[src/rtl/systolic_pkg.sv]
// Shared defaults and state encoding for the systolic array edge logic.
package systolic_pkg;

  localparam int IFMAP_WIDTH_DEF  = 16;
  localparam int ARRAY_HEIGHT_DEF = 4;

  typedef enum logic [1:0] {
    IDLE   = 2'd0,
    STREAM = 2'd1,
    DRAIN  = 2'd2
  } skew_state_e;

endpackage

[src/rtl/skew_delay_line.sv]
// One ifmap lane: DEPTH {data, valid} stages advancing on en; DEPTH=0 is a gated wire.
module skew_delay_line #(
  parameter int unsigned DEPTH = 0,
  parameter int unsigned WIDTH = 16
) (
  input  logic             clk,
  input  logic             rst,
  input  logic             en,
  input  logic             valid_i,
  input  logic [WIDTH-1:0] data_i,
  output logic [WIDTH-1:0] data_o,
  output logic             valid_o,
  output logic             stage_busy_o
);

  if (DEPTH == 0) begin : g_pass
    logic unused_clk_rst;
    assign unused_clk_rst = clk ^ rst;

    assign valid_o      = en & valid_i;
    assign data_o       = valid_o ? data_i : '0;
    assign stage_busy_o = 1'b0;
  end else begin : g_chain
    logic [DEPTH-1:0]            valid_q;
    logic [DEPTH-1:0][WIDTH-1:0] data_q;

    // Bubbles store zero data so a held stage never carries stale values.
    always_ff @(posedge clk or posedge rst) begin
      if (rst) begin
        valid_q <= '0;
        data_q  <= '0;
      end else if (en) begin
        valid_q[0] <= valid_i;
        data_q[0]  <= valid_i ? data_i : '0;
        for (int k = 1; k < int'(DEPTH); k++) begin
          valid_q[k] <= valid_q[k-1];
          data_q[k]  <= data_q[k-1];
        end
      end
    end

    assign valid_o      = en & valid_q[DEPTH-1];
    assign data_o       = valid_o ? data_q[DEPTH-1] : '0;
    assign stage_busy_o = |valid_q;
  end

endmodule

[src/rtl/ifmap_in_skew_fifo.sv]
// Skews an aligned ifmap vector onto a diagonal wavefront (lane i delayed i cycles)
// and reports when the last skewed element has left the array's left edge.
//
// state  | meaning
// IDLE   | no stream in flight
// STREAM | valid vectors arriving
// DRAIN  | input stopped, counting until lane ARRAY_HEIGHT-1 empties
module ifmap_in_skew_fifo
  import systolic_pkg::*;
#(
  parameter int IFMAP_WIDTH  = IFMAP_WIDTH_DEF,
  parameter int ARRAY_HEIGHT = ARRAY_HEIGHT_DEF
) (
  input  logic                                    clk,
  input  logic                                    rst,
  input  logic                                    en,
  input  logic                                    valid_in,
  input  logic [ARRAY_HEIGHT-1:0][IFMAP_WIDTH-1:0] d_in_r,
  output logic [ARRAY_HEIGHT-1:0][IFMAP_WIDTH-1:0] d_out_w,
  output logic [ARRAY_HEIGHT-1:0]                 valid_out_w,
  output logic                                    busy,
  output logic                                    drain_done
);

  localparam int CNT_W = $clog2(ARRAY_HEIGHT) + 1;

  logic [ARRAY_HEIGHT-1:0] lane_busy;
  skew_state_e             state_q, state_d;
  logic [CNT_W-1:0]        drain_cnt_q, drain_cnt_d;

  for (genvar i = 0; i < ARRAY_HEIGHT; i++) begin : g_lane
    skew_delay_line #(
      .DEPTH(i),
      .WIDTH(IFMAP_WIDTH)
    ) u_lane (
      .clk          (clk),
      .rst          (rst),
      .en           (en),
      .valid_i      (valid_in),
      .data_i       (d_in_r[i]),
      .data_o       (d_out_w[i]),
      .valid_o      (valid_out_w[i]),
      .stage_busy_o (lane_busy[i])
    );
  end

  assign busy = valid_in | (|lane_busy);

  always_ff @(posedge clk or posedge rst) begin
    if (rst) begin
      state_q     <= IDLE;
      drain_cnt_q <= '0;
    end else if (en) begin
      state_q     <= state_d;
      drain_cnt_q <= drain_cnt_d;
    end
  end

  // The STREAM->DRAIN cycle is the first drain slot; the pulse fires in the cycle
  // the counter steps to zero, which is the slot after lane ARRAY_HEIGHT-1 empties.
  always_comb begin
    state_d     = state_q;
    drain_cnt_d = drain_cnt_q;
    drain_done  = 1'b0;
    case (state_q)
      IDLE: begin
        if (valid_in) state_d = STREAM;
      end
      STREAM: begin
        if (!valid_in) begin
          drain_cnt_d = CNT_W'(ARRAY_HEIGHT - 1);
          if (ARRAY_HEIGHT == 1) begin
            state_d    = IDLE;
            drain_done = en;
          end else begin
            state_d = DRAIN;
          end
        end
      end
      DRAIN: begin
        if (valid_in) begin
          state_d     = STREAM;
          drain_cnt_d = '0;
        end else begin
          drain_cnt_d = drain_cnt_q - CNT_W'(1);
          if (drain_cnt_q == CNT_W'(1)) begin
            state_d    = IDLE;
            drain_done = en;
          end
        end
      end
      default: begin
        state_d     = IDLE;
        drain_cnt_d = '0;
      end
    endcase
  end

endmodule

[config.mk]
export PLATFORM = sky130hd
export DESIGN_NAME = ifmap_in_skew_fifo
export DESIGN_NICKNAME = d
export VERILOG_FILES = /design/src/rtl/systolic_pkg.sv /design/src/rtl/skew_delay_line.sv /design/src/rtl/ifmap_in_skew_fifo.sv
export SDC_FILE = /design/constraint.sdc
export NUM_CORES = 1
export LEC_CHECK = 0
export BUFFER_PORTS_ARGS = -buffer_cell sky130_fd_sc_hd__buf_2
export CAP_MARGIN = 40
export CELL_PAD_IN_SITES_DETAIL_PLACEMENT = 1
export CELL_PAD_IN_SITES_GLOBAL_PLACEMENT = 1
export CORE_UTILIZATION = 30
export DETAILED_ROUTE_END_ITERATION = 12
export PLACE_DENSITY = 0.69
export SLEW_MARGIN = 40
export SYNTH_ARGS = -nofsm -noshare
export SYNTH_HDL_FRONTEND = slang
export SYNTH_SLANG_ARGS = --single-unit
[constraint.sdc]
create_clock -name clk -period 3.5 [get_ports clk]
set_clock_uncertainty 0.05 [all_clocks]
set_input_delay 0.35 -clock clk [delete_from_list [all_inputs] [get_ports clk]]
set_output_delay 0.35 -clock clk [all_outputs]
set_load 0.03 [all_outputs]
-- Word level (Yosys, flattened, before mapping)
Cells that the tools add are included.
- register bits: 107
- bits in latches: 0
- memory bits (writable): 0
- bits in read-only memories: 0
- bits of input ports: 68
- output and inout port bits: 70
- logic and storage cells: 46
- memories: 0
- $add $sub $neg: 1
- multipliers: 0
- div/mod/pow operators: 0
- $lt $le $gt $ge: 0
- equal/unequal tests: 6
- shifts and indexed selects: 0
- muxes and demuxes: 18
- bitwise operators: 6
- reduce and logical (&&, ||, !) cells: 4
- operators with widths (operator ; count):
    16-bit two-way mux ; 7
    3-bit one-hot mux with 3 select lines ; 1
    2-bit two-way mux ; 4
    3-bit two-way mux ; 2
    2-bit one-hot mux with 3 select lines ; 1
    6-bit OR reduction ; 1
    1-bit bitwise AND ; 4
    2-bit inequality test, second input constant ; 2
    4-bit AND reduction ; 1
    3-bit by 1-bit equality test with 1-bit output, second input constant ; 1
    1-bit two-way mux ; 3
    3-bit inequality test, second input constant ; 1
    3-bit AND reduction ; 1
    3-bit by 1-bit subtractor with 3-bit output, second input constant ; 1
    2-bit by 1-bit equality test with 1-bit output, second input constant ; 1
    2-bit equality test, second input constant ; 1
    2-bit logical NOT ; 1
    1-bit inverter ; 1
    1-bit bitwise OR ; 1

-- Logic depth before layout (Yosys ltp)
Gate-level depths: netlist of run 1.
- depth after elaboration: 4
- gate-level depth with buffers: 5
- depth with buffers taken out: 5

-- By module
From an unflattened synthesis of run 1, not the netlist that was laid out.
- cells, all modules: 360
- area total of the unflattened synthesis: 4708.3 µm²
- modules (own cells, without submodules) (module ; times used ; cells an instance ; area each (µm²) ; seq. area each (µm²)):
    skew_delay_line at g_lane[3].u_lane ; 1 ; 133 ; 2001.9 ; 1276.2
    skew_delay_line at g_lane[2].u_lane ; 1 ; 97 ; 1375.1 ; 850.8
    skew_delay_line at g_lane[1].u_lane ; 1 ; 59 ; 739.5 ; 425.4
    ifmap_in_skew_fifo ; 1 ; 50 ; 445.4 ; 125.1
    skew_delay_line at g_lane[0].u_lane ; 1 ; 21 ; 146.4 ; 0.0

-- Worst setup path after synthesis of run 1
No wires, ideal clock.
- path kind: register to output
- from: register state_q[0]
- to: output port drain_done
- arrival: 1.322 ns
- setup slack: 1.778 ns
- stages on the path, launching flop included: 5
- cell sequence: dfrtp_1 inv_1 ha_1 nor3b_1 and3_1
- longest elaborated chain between the ends: 2
- RTL lines (item ; line ; RTL):
    start: declaration ; ifmap_in_skew_fifo.sv:28 ; skew_state_e state_q, state_d;
    start signal: assignment ; ifmap_in_skew_fifo.sv:54 ; state_q <= state_d;
    2-bit equality test ; ifmap_in_skew_fifo.sv:65 ; case (state_q)
    1-bit two-way mux ; ifmap_in_skew_fifo.sv:65 ;
    end: declaration ; ifmap_in_skew_fifo.sv:22 ; output logic drain_done
No other way between the ends.

-- Worst setup path after layout of run 1
Ends and elaborated chain as after synthesis.

==> flow_metrics.py, run 1 <==
metrics = {
    "yosys": {
        "synth-edff-count": 0,
        "synth_async_sr_flop_share": 1.00,
        "ys.warnings.count": 0,
        "yosys.area_share.simple": 0.115,
        "yosysSeqAreaShare": 0.582,
        "synth.distinct_cells": 31,
        "yosysTopAreaCellShare": 0.582,
        "netlist_area_mm2": 0.00447,
        "synthesis.nets": 421,
        "synthTopCellsByArea": "dfrtp_1, mux2_2, and3_1",
        "syn_avg_cell_area_um2": 12.9,
        "ys.flop_type": "dfrtp_1",
        "yosys-mux-area-fraction": 0.121,
        "synth_compound_gate_area_share": 0.121,
        "synth.largest_area_cell": "dfrtp_1",
        "synth-xor-area-share": 0,
        "synth_seq_cells": 104,
        "synth_top_family_by_area": "multiplexers",
        "synth_fa_ha_area_frac": 0.0196,
        "netlist_instances": 346,
    },
    "clock_tree": {
        "insertion_delay_ns": 0.35,
        "cts_hold_buf": 0,
        "cts_tree": "yes",
        "cts_setup_buffers": 0,
        "clock_path_buffers": 2,
        "h-tree-depth": 3,
        "ctsResizeCount": 0,
        "clock-root-buffer": "clkbuf_16",
        "cts.clk_slew.worst_paths_ns": 0.07,
        "clock_sinks": 104,
        "numCtsBuffers": 9,
    },
    "layout": {
        "drive_gt1_frac": 0.444,
        "nFillCells": 1636,
        "diodes": 0,
        "multi_input_area_mm2": 0.00169,
        "regArea_mm2": 0.00260,
        "nNetsFinal": 542,
        "syn2layout_area_growth_pct": 25.2,
    },
    "die": {
        "core_mm2": 0.0145,
        "die_h_um": 124,
        "row_count": 44,
        "die-area_mm2": 0.0154,
        "die_width_um": 124,
        "initial_core_util": 0.308,
        "io_pins": 138,
    },
    "critical_path": {
        "crit_type": "register to output port",
        "critPathArrivalTime_ns": 1.95,
        "cp_max_fo": 8,
        "reg2reg_from": "state_q[1]$_DFFE_PP0P_",
        "r2r_cells": 5,
        "r2r-end": "state_q[0]$_DFFE_PP0P_",
        "start_kind": "register",
        "cp-end-kind": "output port",
        "r2r_slack_ns": 1.80,
        "required_ns": 3.10,
    },
    "worst_hold_path": {
        "min_path_type": "input port to asynchronous set/reset pin",
    },
    "timing": {
        "fin_crit_sh": 0.672,
        "relSlewSlack": 0.582,
        "slew_viol_final": 0,
        "tightest_slew_ns": 0.627,
        "setup_viol": 0,
        "holdWs_ns": 0.0374,
        "hold_viol": 0,
        "fmax_mhz": 425,
        "period_needed_ns": 2.35,
        "rsz0062_at_grt": "false",
        "setup_tns_ns": 0,
    },
    "global_routing": {
        "grt_max_degree": 120,
        "grt_pass1_vias": 3352,
        "grt_use_total": 0.156,
        "antenna_found_initial": 0,
        "grt_pass1_wl_mm": 18.2,
        "overflow": 0,
    },
    "route": {
        "dr.pass1.iters": 4,
        "drt_iter0_drc": 159,
        "ant_nets": 0,
        "post_drt_wl_per_cell_um": 17.1,
        "vias": 3257,
        "post-route-drc-count": 0,
        "avgViaCountPerCell": 4.97,
        "routed_wl_mm": 11.2,
    },
    "power": {
        "p_leak_nw": 3.13,
        "power_density_mw_per_mm2": 523,
        "peakVddDrop_uv": 211,
    },
    "placed_design": {
        "routabilityCongestion": 0.681,
        "port_buffers": 137,
        "dp_hpwl_mm": 7.33,
    },
    "run_status": {
        "outcome": "finished clean",
    },
    "run": {
        "drv_cap": 0,
    },
}
## cell type report
type	count	share of cell area
Clock buffer	12	0.0476
Inverter	8	0.00670
Clock inverter	3	0.00447
Tap cell	184	0.0411
Multi-Input combinational cell	202	0.301
Timing Repair Buffer	142	0.134
Sequential cell	104	0.465
## cell families (layout without fill, tap and decap cells)
| logic type | after synthesis | after routing |
|---|---|---|
| flip-flops | 104 | 104 |
| AND/OR/NAND/NOR | 83 | 83 |
| AO/OA/AOI/OAI | 64 | 64 |
| multiplexers | 48 | 48 |
| buffers and inverters | 40 | 165 |
| adder cells (fa/ha/maj) | 7 | 7 |
## metal layers
layer	GRT usage	routed length (um)
met2	0.241	5310
met3	0.0467	551
met5	0	0
met1	0.209	5210
met4	0.0491	146
## where the power goes
| part | total, W | internal [W] | leakage [nW] | switching, W |
|---|---|---|---|---|
| logic | 0.000513 | 0.000228 | 1.63 | 0.000285 |
| clock network | 0.000986 | 0.000541 | 0.141 | 0.000445 |
| registers | 0.00143 | 0.00133 | 1.35 | 0.0000951 |
| total | 0.00293 | 0.00210 | 3.13 | 0.000825 |
## synthesized netlist by cell type, drive strengths merged (2+ instances only)
cell type / instances
a21o: 3
a22o: 47
a31oi: 2
and2: 3
and3: 66
buf: 17
clkbuf: 15
dfrtp: 104
ha: 7
inv: 8
mux2: 48
nand2: 3
nand2b: 3
nor2: 2
nor3b: 2
o2bb2ai: 3
o31ai: 2
or4: 2
## per-stage QoR
stage	util	worst slack (ns)	cells	total power [W]	area (um^2)
after global routing	0.385	1.05	655	0.00309	5600
after floorplan	-	0.368	346	0.00179	4470
after global placement	0.365	1.62	640	0.00194	5300
after CTS	0.385	1.15	655	0.00297	5600
final	0.385	1.15	655	0.00293	5600
after detailed placement	0.365	1.54	640	0.00197	5310
## state kept, by name, indices dropped and copies added (netlist names)
register	flops
state_q	2
g_lane.u_lane.g_chain.valid_q	3
drain_cnt_q	3
g_lane.u_lane.g_chain.data_q	96
## worst max-delay path, stage by stage, from the launching register on
cell     delay, ns
dfrtp_1       0.43
inv_1         0.12
ha_1          0.31
nor3b_1       0.32
and3_1        0.22
buf_2         0.20
## placed cells by master (no fill, tap or decap), types with 3 or more instances in the layout
cell type	n
inv_1	5
clkbuf_16	9
a22o_1	47
dfrtp_1	104
buf_2	136
clkbuf_8	3
and3_1	66
a21o_1	3
and2_1	3
nand2b_1	3
nand2_1	3
o2bb2ai_1	3
buf_4	4
ha_1	7
mux2_2	48
## worst max path at each step
stage / cells past startpoint / slack [ns] / start / end
floorplan: 1 / 0.37 / rst / drain_cnt_q[0]$_DFFE_PP0P_
global placement: 5 / 1.62 / state_q[0]$_DFFE_PP0P_ / drain_done
detailed placement: 5 / 1.54 / state_q[0]$_DFFE_PP0P_ / drain_done
CTS: 5 / 1.15 / state_q[0]$_DFFE_PP0P_ / drain_done
global route: 5 / 1.05 / state_q[0]$_DFFE_PP0P_ / drain_done
finish: 5 / 1.15 / state_q[0]$_DFFE_PP0P_ / drain_done
Note: power is estimated with default switching activity, not from simulation.
==> inputs of run 2 (changes only) <==
clock period = 2.19 ns   (was 3.5 ns; I/O delays follow)
==> flow_metrics.py, run 2 (same netlist as run 1, synthesis figures left out) <==
metrics = {
    "run_status": {
        "outcome": "complete, but fails checks",
        "violations": "negative hold slack",
    },
    "critical_path": {
        "cp_max_fo": 8,
        "required_ns": 1.92,
        "r2r_cells": 5,
        "cp-end-kind": "output port",
        "crit_type": "register to output port",
        "critPathArrivalTime_ns": 1.77,
        "start_kind": "register",
    },
    "clock_tree": {
        "h-tree-depth": 3,
        "clock_path_buffers": 2,
        "cts_tree": "yes",
        "cts_setup_buffers": 0,
        "clock_sinks": 104,
        "cts.clk_slew.worst_paths_ns": 0.07,
        "insertion_delay_ns": 0.34,
        "clock-root-buffer": "clkbuf_16",
        "numCtsBuffers": 9,
    },
    "placed_design": {
        "port_buffers": 137,
        "routabilityCongestion": 0.736,
        "place_area_mm2": 0.00534,
        "dp_hpwl_mm": 7.55,
    },
    "route": {
        "routed_wl_mm": 11.3,
        "avgViaCountPerCell": 5.01,
        "drt_iter0_drc": 143,
        "vias": 3301,
        "ant_nets": 0,
        "post_drt_wl_per_cell_um": 17.2,
        "post-route-drc-count": 0,
        "dr.pass1.iters": 4,
    },
    "layout": {
        "syn2layout_area_growth_pct": 26.4,
        "layout_commonest_cell": "buf_2",
        "nNetsFinal": 545,
        "regMostFlops": "g_lane.u_lane.g_chain.data_q",
        "largest_reg_flops": 96,
        "post-route-util": 0.389,
        "final_area_mm2": 0.00565,
        "layout_common_cells": "buf_2, dfrtp_1, and3_1",
        "drive_gt1_frac": 0.453,
        "diodes": 0,
        "reg_top3": "g_lane.u_lane.g_chain.data_q (96), drain_cnt_q (3), g_lane.u_lane.g_chain.valid_q (3)",
    },
    "global_routing": {
        "grt_max_degree": 105,
        "grt_use_total": 0.159,
        "grt_pass1_wl_mm": 18.5,
        "grt_pass1_vias": 3514,
        "overflow": 0,
        "antenna_found_initial": 1,
    },
    "die": {
        "io_pins": 138,
        "die-area_mm2": 0.0154,
        "die_width_um": 124,
        "row_count": 44,
        "core_mm2": 0.0145,
        "initial_core_util": 0.308,
        "die_h_um": 124,
    },
    "power": {
        "peakVddDrop_uv": 468,
        "power_density_mw_per_mm2": 842,
        "p_leak_nw": 3.15,
    },
    "timing": {
        "rsz0062_at_grt": "false",
        "relSlewSlack": 0.611,
        "slew_viol_final": 0,
        "period_needed_ns": 2.04,
        "holdWs_ns": -0.00251,
        "setup_viol": 0,
        "fmax_mhz": 491,
        "fin_crit_sh": 0.930,
        "setup_tns_ns": 0,
        "tightest_slew_ns": 0.583,
        "hold_viol": 6,
    },
    "run": {
        "drv_cap": 0,
    },
    "worst_hold_path": {
        "min_path_type": "input port to asynchronous set/reset pin",
    },
}
## run 2: changes by cell type in the layout (fill, tap and decap cells not counted), sizes merged
cell / change
buf: +3
clkinv: +3
clkbuf: -2
bufinv: +1
inv: -1
## run 2: path summary, 6_finish.rpt
kind	from	slack [ns]	to
setup / recovery	state_q[0]$_DFFE_PP0P_	0.15	drain_done
min in group clk	d_in_r[41]	0.03	g_lane[2].u_lane.g_chain.data_q[9]$_DFFE_PP0P_
hold reg to reg	drain_cnt_q[1]$_DFFE_PP0P_	0.45	drain_cnt_q[1]$_DFFE_PP0P_
max in group asynchronous	rst	1.68	g_lane[2].u_lane.g_chain.data_q[0]$_DFFE_PP0P_
hold / removal	rst	-0.003	g_lane[3].u_lane.g_chain.data_q[34]$_DFFE_PP0P_
setup reg to reg	state_q[1]$_DFFE_PP0P_	0.39	state_q[0]$_DFFE_PP0P_
## run 2: final cells by class
cell class / count / area, um^2
Fill cell: 1599 / 8880
Sequential cell: 104 / 2600
Multi-Input combinational cell: 202 / 1690
Timing Repair Buffer: 145 / 786
Clock buffer: 10 / 239
Tap cell: 184 / 230
Clock inverter: 6 / 66.3
Inverter: 8 / 33.8
## run 2: what timing repair did
item	in CTS	in global routing
hold buffers	0	0
setup endpoints to repair	0	1
gates resized for setup	0	2
## run 2: worst max-delay path, cell delays in order, from the launching register on
cell,delay (ns)
dfrtp_1,0.44
inv_1,0.14
ha_2,0.26
nor3b_2,0.21
and3_1,0.19
buf_2,0.20
## run 2: where the power goes
group	internal [W]	switching [W]
clock network	0.000921	0.000707
logic	0.000376	0.000478
registers	0.00213	0.000143
## run 2: stage by stage
stage                     power (W)  worst slack (ns)  cells
after floorplan             0.00287             0.599    346
after global placement      0.00311             0.453    643
after detailed placement    0.00317             0.401    643
after CTS                   0.00484           0.00762    659
after global routing        0.00502            0.0446    659
final                       0.00476             0.153    659
## run 2: metal layers
| layer | routed length [um] | part of all wire | global-route usage |
|---|---|---|---|
| met5 | 17 | 0.0015 | 0 |
| met4 | 99 | 0.0088 | 0.0379 |
| met3 | 702 | 0.062 | 0.0595 |
| met2 | 5550 | 0.49 | 0.261 |
| met1 | 4940 | 0.44 | 0.197 |
==> inputs of run 3 (changes only) <==
CELL_PAD_IN_SITES_DETAIL_PLACEMENT = unset   (was 1)
CELL_PAD_IN_SITES_GLOBAL_PLACEMENT = unset   (was 1)
PLACE_DENSITY = 0.59   (was 0.69)
==> flow_metrics.py, run 3 (same netlist as run 1, synthesis figures left out) <==
metrics = {
    "run_status": {
        "outcome": "finished clean",
    },
    "placed_design": {
        "routabilityCongestion": 0.748,
        "dp_hpwl_mm": 6.75,
        "port_buffers": 137,
    },
    "route": {
        "ant_nets": 0,
        "post_drt_wl_per_cell_um": 15.7,
        "avgViaCountPerCell": 4.83,
        "drt_iter0_drc": 118,
        "vias": 3195,
        "dr.pass1.iters": 4,
        "routed_wl_mm": 10.4,
        "post-route-drc-count": 0,
    },
    "timing": {
        "rsz0062_at_grt": "false",
        "fmax_mhz": 498,
        "tightest_slew_ns": 0.645,
        "hold_viol": 0,
        "fin_crit_sh": 0.917,
        "setup_tns_ns": 0,
        "slew_viol_final": 0,
        "period_needed_ns": 2.01,
        "setup_viol": 0,
        "relSlewSlack": 0.570,
    },
    "layout": {
        "diodes": 0,
        "drive_gt1_frac": 0.454,
        "multi_input_area_mm2": 0.00169,
        "syn2layout_area_growth_pct": 27.2,
        "largest_reg_flops": 96,
        "layout_commonest_cell": "buf_2",
        "reg_top3": "g_lane.u_lane.g_chain.data_q (96), drain_cnt_q (3), g_lane.u_lane.g_chain.valid_q (3)",
        "layout_common_cells": "buf_2, dfrtp_1, and3_1",
        "nNetsFinal": 548,
        "regArea_mm2": 0.00260,
        "nFillCells": 1420,
        "regMostFlops": "g_lane.u_lane.g_chain.data_q",
    },
    "die": {
        "initial_core_util": 0.308,
        "core_mm2": 0.0145,
        "die_width_um": 124,
        "io_pins": 138,
        "die_h_um": 124,
        "die-area_mm2": 0.0154,
        "row_count": 44,
    },
    "critical_path": {
        "required_ns": 1.92,
        "critPathTopFamily": "flip-flops",
        "critPathBufInv": 1,
        "cpPeakStageDelay_ns": 0.62,
        "critPathArrivalTime_ns": 1.74,
        "cp_max_fo": 19,
        "worstPathCellList": "or4_1 -> buf_2",
        "crit_type": "register to output port",
        "r2r_cells": 5,
        "start_kind": "register",
        "slowest_stage": "dfrtp_1",
        "cp-end-kind": "output port",
        "cp.depth": 2,
    },
    "clock_tree": {
        "h-tree-depth": 3,
        "clock_path_buffers": 2,
        "insertion_delay_ns": 0.35,
        "cts_tree": "yes",
        "clock_sinks": 104,
        "numCtsBuffers": 9,
        "cts.clk_slew.worst_paths_ns": 0.07,
        "clock-root-buffer": "clkbuf_16",
    },
    "worst_hold_path": {
        "min_path_type": "input port to register",
        "min_path_cells": 2,
    },
    "power": {
        "power_w": 0.00478,
        "power_density_mw_per_mm2": 841,
        "seq_power_share": 0.474,
        "p_leak_nw": 3.17,
        "p_int_w": 0.00349,
        "p_comb_frac": 0.175,
        "switching_share": 0.270,
        "peakVddDrop_uv": 508,
        "p_sw_w": 0.00129,
        "pwr-share-clk": 0.351,
    },
    "global_routing": {
        "grt_pass1_wl_mm": 16.4,
        "antenna_found_initial": 0,
        "grt_use_total": 0.142,
        "overflow": 0,
        "grt_pass1_vias": 3118,
        "grt_max_degree": 105,
    },
    "run": {
        "drv_cap": 0,
    },
}
[run 3: cell type report]
type | count | area share
Inverter | 8 | 0.00594
Tap cell | 184 | 0.0405
Multi-Input combinational cell | 202 | 0.298
Clock inverter | 4 | 0.00902
Timing Repair Buffer | 148 | 0.143
Clock buffer | 12 | 0.0468
Sequential cell | 104 | 0.457
[run 3: metrics by stage]
stage | area [um^2] | hold slack [ns] | util | setup WS [ns] | std cells
after floorplan | 4480 | 0.297 | - | 0.599 | 346
after global placement | 5350 | 0.374 | 0.368 | 0.504 | 645
after detailed placement | 5350 | 0.384 | 0.368 | 0.456 | 645
after CTS | 5680 | 0.0119 | 0.391 | 0.0571 | 662
after global routing | 5690 | 0.0146 | 0.391 | 0.0540 | 662
final | 5690 | 0.0315 | 0.391 | 0.182 | 662
[run 3: final timing paths]
check / from / to / slack [ns]
max: g_lane[3].u_lane.g_chain.valid_q[2]$_DFFE_PP0P_ / busy / 0.18
min: d_in_r[48] / g_lane[3].u_lane.g_chain.data_q[0]$_DFFE_PP0P_ / 0.03
max reg2reg: state_q[1]$_DFFE_PP0P_ / state_q[0]$_DFFE_PP0P_ / 0.44
min reg2reg: g_lane[2].u_lane.g_chain.data_q[17]$_DFFE_PP0P_ / g_lane[2].u_lane.g_chain.data_q[17]$_DFFE_PP0P_ / 0.45
max in group asynchronous: rst / g_lane[2].u_lane.g_chain.data_q[20]$_DFFE_PP0P_ / 1.15
min in group asynchronous: rst / g_lane[3].u_lane.g_chain.data_q[19]$_DFFE_PP0P_ / 0.53
[run 3: repair_timing]
action	4_1_cts	5_1_grt
hold buffers	1	0
setup buffers	0	0
gates resized for setup	0	2
endpoints found under the setup margin	0	1
endpoints found under the hold margin	4	0
[run 3: metal layers]
layer	share of wire	wire, um	vias up	track usage
met5	0	0	-	0
met4	0.012	128	0	0.0454
met1	0.44	4580	1575	0.178
met3	0.069	715	13	0.0595
li1	-	-	1522	-
met2	0.48	4980	85	0.222
[run 3: power by group through the flow]
| stage | clock network [W] | logic, W | registers, W |
|---|---|---|---|
| global placement | 0 | 0.000814 | 0.00229 |
| detailed placement | 0 | 0.000834 | 0.00230 |
| floorplan | 0 | 0.000611 | 0.00225 |
| CTS | 0.00176 | 0.000839 | 0.00227 |
| global route | 0.00183 | 0.000927 | 0.00230 |
| finish | 0.00168 | 0.000835 | 0.00227 |
